[config.mk]
export PLATFORM = sky130hd
export DESIGN_NAME = inv_addkey_mixcol
export DESIGN_NICKNAME = d
export VERILOG_FILES = /design/src/rtl/inv_addkey_mixcol.sv
export SDC_FILE = /design/constraint.sdc
export NUM_CORES = 1
export LEC_CHECK = 0
export BUFFER_PORTS_ARGS = -buffer_cell sky130_fd_sc_hd__buf_2
export CAP_MARGIN = 20
export CORE_AREA = 5 5 151 153
export DETAILED_ROUTE_END_ITERATION = 7
export DIE_AREA = 0 0 156 158
export PLACE_DENSITY = 0.88
export SLEW_MARGIN = 20
export SYNTH_ARGS = -nofsm -noshare
export SYNTH_HDL_FRONTEND = slang
export SYNTH_SLANG_ARGS = --single-unit
[constraint.sdc]
create_clock -name clk -period 7.4 [get_ports clk]
set_input_delay 1.48 -clock clk [delete_from_list [all_inputs] [get_ports clk]]
set_output_delay 1.48 -clock clk [all_outputs]
set_load 0.01 [all_outputs]
[src/rtl/inv_addkey_mixcol.sv]
// Decryption round back-half: AddRoundKey on accept, then column-serial InvMixColumns
// (skipped on the final round), with valid/ready handshakes on both sides.
module inv_addkey_mixcol #(
    parameter int COLS_PER_CYCLE = 1
) (
    input  logic         clk,
    input  logic         rst_n,
    input  logic         in_valid,
    output logic         in_ready,
    input  logic [127:0] state_in,
    input  logic [127:0] round_key,
    input  logic         last_round,
    output logic         out_valid,
    input  logic         out_ready,
    output logic [127:0] state_out
);

    typedef enum logic [1:0] {IDLE, MIX, DONE} state_t;

    state_t       state_reg, state_next;
    logic [1:0]   col_cnt_reg, col_cnt_next;
    logic [127:0] work_reg, work_next;

    logic [1:0]   lane_col [COLS_PER_CYCLE];
    logic [31:0]  lane_in  [COLS_PER_CYCLE];
    logic [31:0]  lane_out [COLS_PER_CYCLE];

    function automatic logic [7:0] xtime(input logic [7:0] b);
        return {b[6:0], 1'b0} ^ (b[7] ? 8'h1b : 8'h00);
    endfunction

    // 09/0b/0d/0e products are built from the x2, x4, x8 chain of each input byte.
    function automatic logic [31:0] inv_mix_col(input logic [31:0] col);
        logic [7:0] a  [4];
        logic [7:0] m9 [4];
        logic [7:0] mb [4];
        logic [7:0] md [4];
        logic [7:0] me [4];
        logic [7:0] x2, x4, x8;
        for (int r = 0; r < 4; r++) begin
            a[r]  = col[31-8*r -: 8];
            x2    = xtime(a[r]);
            x4    = xtime(x2);
            x8    = xtime(x4);
            m9[r] = x8 ^ a[r];
            mb[r] = x8 ^ x2 ^ a[r];
            md[r] = x8 ^ x4 ^ a[r];
            me[r] = x8 ^ x4 ^ x2;
        end
        return {me[0] ^ mb[1] ^ md[2] ^ m9[3],
                m9[0] ^ me[1] ^ mb[2] ^ md[3],
                md[0] ^ m9[1] ^ me[2] ^ mb[3],
                mb[0] ^ md[1] ^ m9[2] ^ me[3]};
    endfunction

    function automatic logic [31:0] get_col(input logic [127:0] w, input logic [1:0] c);
        case (c)
            2'd0:    return w[127:96];
            2'd1:    return w[95:64];
            2'd2:    return w[63:32];
            default: return w[31:0];
        endcase
    endfunction

    generate
        for (genvar gi = 0; gi < COLS_PER_CYCLE; gi++) begin : g_lane
            assign lane_col[gi] = col_cnt_reg + 2'(gi);
            assign lane_in[gi]  = get_col(work_reg, lane_col[gi]);
            assign lane_out[gi] = inv_mix_col(lane_in[gi]);
        end
    endgenerate

    always_comb begin
        state_next   = state_reg;
        col_cnt_next = col_cnt_reg;
        work_next    = work_reg;
        case (state_reg)
            IDLE: begin
                if (in_valid) begin
                    work_next    = state_in ^ round_key;
                    col_cnt_next = 2'd0;
                    state_next   = last_round ? DONE : MIX;
                end
            end
            MIX: begin
                for (int c = 0; c < 4; c++) begin
                    for (int l = 0; l < COLS_PER_CYCLE; l++) begin
                        if (lane_col[l] == 2'(c))
                            work_next[127-32*c -: 32] = lane_out[l];
                    end
                end
                // The counter wraps to zero once the final group of columns is written.
                col_cnt_next = col_cnt_reg + 2'(COLS_PER_CYCLE);
                if (col_cnt_reg == 2'(4 - COLS_PER_CYCLE))
                    state_next = DONE;
            end
            DONE: begin
                if (out_ready)
                    state_next = IDLE;
            end
            default: state_next = IDLE;
        endcase
    end

    always_ff @(posedge clk or negedge rst_n) begin
        if (!rst_n) begin
            state_reg   <= IDLE;
            col_cnt_reg <= 2'd0;
            work_reg    <= '0;
        end else begin
            state_reg   <= state_next;
            col_cnt_reg <= col_cnt_next;
            work_reg    <= work_next;
        end
    end

    assign in_ready  = (state_reg == IDLE);
    assign out_valid = (state_reg == DONE);
    assign state_out = (state_reg == DONE) ? work_reg : '0;

endmodule
**Word-level counts from Yosys, hierarchy flattened**

Cells that the tools add are included.
W data, S select, Z words.

- Register bits after elaboration: 132
- Bits of input ports: 261

- Bitwise logic cells: 49
- Mux-type cells: 27
- $add $sub $neg: 1
- Equal/unequal tests: 11
- Reduce and logical (&&, ||, !) cells: 9

Operators with widths:

| cell | number |
|---|---|
| $xor A8 B8 Y8 | 36 |
| $mux W128 | 2 |
| $pmux W128 S2 | 1 |
| $mux W32 | 4 |
| $xor A128 B128 Y128 | 1 |
| $pmux W32 S3 | 1 |
| $xor A8 B5 Y8 | 12 |
| $mux W5 | 12 |
| $reduce_and A3 Y1 | 5 |
| $mux W2 | 5 |
| $ne A2 B2 Y1 const B | 5 |
| $eq A2 B2 Y1 const B | 3 |
| $pmux W2 S3 | 1 |
| $eq A2 B1 Y1 const B | 2 |
| $logic_not A2 Y1 | 2 |
| $pmux W2 S2 | 1 |
| $add A2 B1 Y2 const B | 1 |
| $ne A2 B1 Y1 const B | 1 |
| $reduce_and A2 Y1 | 1 |
| $reduce_bool A2 Y1 | 1 |

**Longest topological paths before layout**

- Depth after elaboration: 15
- Depth in mapped cells: 13
- Depth with buffers taken out: 10

**Worst setup path after synthesis**

No wires, ideal clock.

- Path kind: register to register
- Start: register col_cnt_reg[0]
- End: register work_reg[52]
- Path slack: 4063 ps
- Clock period less this slack: 3337 ps
- Stages on the path, launching flop included: 12
- Data arrival time: 3206 ps
- Cell sequence: dfrtp_1 inv_1 ha_1 a222oi_1 clkbuf_1 xor2_1 a21oi_1 xnor3_2 xor2_1 xnor2_1 nor3_1 or3_1

- Word-level cells in the longest chain between the ends: 13
- Elaborated cells between the ends (all ways): 41

RTL lines:

| item | RTL line | source |
|---|---|---|
| start: declaration | 21 | `logic [1:0] col_cnt_reg, col_cnt_next;` |
| start signal: assignment | 112 | `col_cnt_reg <= col_cnt_next;` |
| $eq A2 B2 Y1, or another cell as far along | 57, 88 |  |
| $pmux W32 S3 | 57 | `case (c)` |
| $xor A8 B5 Y8 | 29 | `return {b[6:0], 1'b0} ^ (b[7] ? 8'h1b : 8'h00);` |
| $mux W5 / $xor A8 B5 Y8 (equally long branches) | 29 |  |
| $xor A8 B5 Y8 / $mux W5 (equally long branches) | 29 |  |
| $xor A8 B5 Y8 | 29 |  |
| $xor A8 B8 Y8 (2 in a row) | 48 | `me[r] = x8 ^ x4 ^ x2;` |
| $xor A8 B8 Y8 (3 in a row) | 51 | `m9[0] ^ me[1] ^ mb[2] ^ md[3],` |
| $mux W32 | 88 | `if (lane_col[l] == 2'(c))` |
| $pmux W128 S2 | 77 | `case (state_reg)` |
| end signal: assignment | 113 | `work_reg <= work_next;` |
| end: declaration | 22 | `logic [127:0] work_reg, work_next;` |

Several ways; a longest one is shown, not always the timed one. The select of a mux whose other input is x is not followed.
A chain may end at the register's enable or synchronous reset.

**Worst setup path in the final report**

- Start: register col_cnt_reg[0]
- End: register work_reg[20]

- Word-level cells in the longest chain between the ends: 13
- Elaborated cells between the ends (all ways): 42

RTL lines:

| item | RTL line |
|---|---|
| $eq A2 B2 Y1, or another cell as far along | 57 |
| $pmux W32 S3 | 57 |
| $xor A8 B5 Y8 | 29 |
| $mux W5 / $xor A8 B5 Y8 (equally long branches) | 29 |
| $xor A8 B5 Y8 / $mux W5 (equally long branches) | 29 |
| $xor A8 B5 Y8 | 29 |
| $xor A8 B8 Y8 (2 in a row) | 48 |
| $xor A8 B8 Y8 (3 in a row) | 51 |
| $mux W32 | 88 |
| $pmux W128 S2 | 77 |

Several ways; a longest one is shown, not always the timed one. The select of a mux whose other input is x is not followed.

==> out/results.ini <==
[grt]
met3_usage_pct=8.557
use_met2_pct=58.98
grt_pass1_vias=11700
met1_usage_pct=50.83
gr-total-overflow=0
top_usage_layer=met2
antenna_found_initial=0
grt_max_degree=130
groute.usage.overall_pct=37.19
grt_first_pass_wirelength_mm=70.30

[clock_tree]
root_buffer=clkbuf_16
cts_htree_levels=4
clock_sink_count=132
clk_pin_slew_ps=70
post_cts_resized=0
cts_tree=built
cts_setup_buffers=0
cts_buffer_depth=2
cts_hold_buf=0
worstSkewPairLatency_ps=430
numCtsBuffers=17

[layout]
largest_reg_flops=128
final_cell_mix=buf_2 (389), xor2_1 (200), xnor2_1 (168)
final_common_cell=buf_2
drive_above_1_share_pct=26.56
final_cell_area_sq_um=14480
final_util_pct=67.61
syn_to_final_growth_pct=21.40
diodes=0
layout.nets=2000

[critical_path]
crit_type=flip-flop to flip-flop
timing.rr.start=col_cnt_reg[0]
path_cells=inv_1, ha_1, buf_4, a222oi_1, xor2_1, a21oi_1, xnor3_2, xor2_1, xnor2_1, nor3_1, or3_1
r2r_cells=11
crit_path_frequent_cell=xor2_1
critPathBufInv=2
arrival_ps=4780
regToRegSetupSlack_ps=2920
required_ps=7700
critPathMaxFanout=32
slowest_stage=a222oi_1
path_delay_family=XOR/XNOR gates
startpoint_type=flip-flop
r2r_end=work_reg[20]
cp-end-kind=flip-flop
critPathLaunch=col_cnt_reg[0]
cpPeakStageDelay_ps=990

[logic_synthesis]
synth_edf_count=0
synth-async-reset-ratio_pct=100.0
netlist_area_sq_um=11930
ys.flop_type=dfrtp_1
ys_types=46
synth_warnings=0
yosysSeqAreaShare_pct=27.69
syn_nets=1683
synth_area_per_cell_sq_um=8.413
synth_seq_cells=132
synthCells=1418

[run]
max_cap_violations=0

[min_path]
worstHoldPathCells=2
hp-class=flip-flop to flip-flop
hold_end=work_reg[89]
hp-start=work_reg[89]

[sta]
rsz0062_at_grt=no
fin_crit_sh_pct=60.55
drv_slew=0
slew_headroom_pct=24.05
hold_violations=0
fin_worst_skew_ps=14.74
setup_tns_ps=0
setup_viol=0
worstMarginPinSlew_ps=1139
fmax_ghz=0.2232
period_needed_ps=4481

[floorplanning]
core_sq_um=21420
io-pin-count=391
start_util_pct=55.70
die_y_microns=158
row_count=54
die-area_sq_um=24650
die_x_microns=156

[route]
drt_iter0_drc=1787
wl_mm=47.56
first_pass_iters=8
routed-via-count=12220
drc_errors=46
viasPerCell=6.030
routedWlPerCell_microns=23.46
ant_nets=0

[placed_design]
post-dp-hpwl_mm=36.37
place_area_sq_um=13960
place.gp.congestion=0.9980
port_buffers=390

[run_status]
status=finished, violations left
violations=DRC

worst register-to-register path, stage by stage, from the launching register on:
cell	delay [ps]
dfrtp_1	410
inv_1	100
ha_1	220
buf_4	280
a222oi_1	990
xor2_1	150
a21oi_1	350
xnor3_2	590
xor2_1	230
xnor2_1	570
nor3_1	100
or3_1	400
cell type report:
type / instances / area (sq um)
Multi-Input combinational cell: 1153 / 8095
Fill cell: 1786 / 6937
Sequential cell: 132 / 3303
Timing Repair Buffer: 418 / 2166
Clock buffer: 20 / 436.7
Tap cell: 280 / 350.3
Clock inverter: 11 / 81.33
Inverter: 13 / 48.80
cells by family after synthesis:
kind of cell               count (synthesis)  share of synthesized area (%)
and+or+nand+nor                          458                          17.69
adders and majority gates                  4                         0.4196
xor gates and xnor gates                 397                          32.43
muxes                                     20                          1.804
buffers and inverters                    133                          4.626
DFF                                      132                          27.69
AOI/OAI and AO/OA                        274                          15.33
metrics by stage:
stage               cells  hold WS (ps)  worst slack, ps
floorplan            1418         461.2             4063
global placement     1995         484.0             3144
detailed placement   1995         491.9             3027
CTS                  2026         505.8             2997
global route         2027         534.4             2634
finish               2027         511.1             2919
routing by layer:
layer	wire length [microns]	vias to the layer above
met1	18030	5788
met5	0	-
met4	1652	0
li1	-	5339
met3	5942	151
met2	21930	944
synth_stat cells, drive strengths merged (25+ instances only):
| cell | count | area [sq um] |
|---|---|---|
| xor2 | 201 | 1768 |
| a222oi | 32 | 320.3 |
| nand2 | 159 | 596.8 |
| and2 | 135 | 844.6 |
| o31ai | 84 | 630.6 |
| o21ai | 91 | 466.7 |
| dfrtp | 132 | 3303 |
| nor2 | 142 | 533.0 |
| xnor3 | 25 | 565.6 |
| a21oi | 39 | 202.7 |
| xnor2 | 169 | 1488 |
| clkbuf | 93 | 349.1 |
| buf | 27 | 153.9 |
worst max-delay path by stage:
stage | slack, ps | cells after the start | end
2_1_floorplan | 4060 | 11 | work_reg[52]
5_1_grt | 2630 | 11 | work_reg[20]
4_1_cts | 3000 | 11 | work_reg[20]
3_3_place_gp | 3140 | 11 | work_reg[21]
3_5_place_dp | 3030 | 11 | work_reg[20]
6_report | 2920 | 11 | work_reg[20]
Power is left out: the tool's default activity adds up to more than one toggle a clock period on the data nets, which glitch-free logic cannot reach.
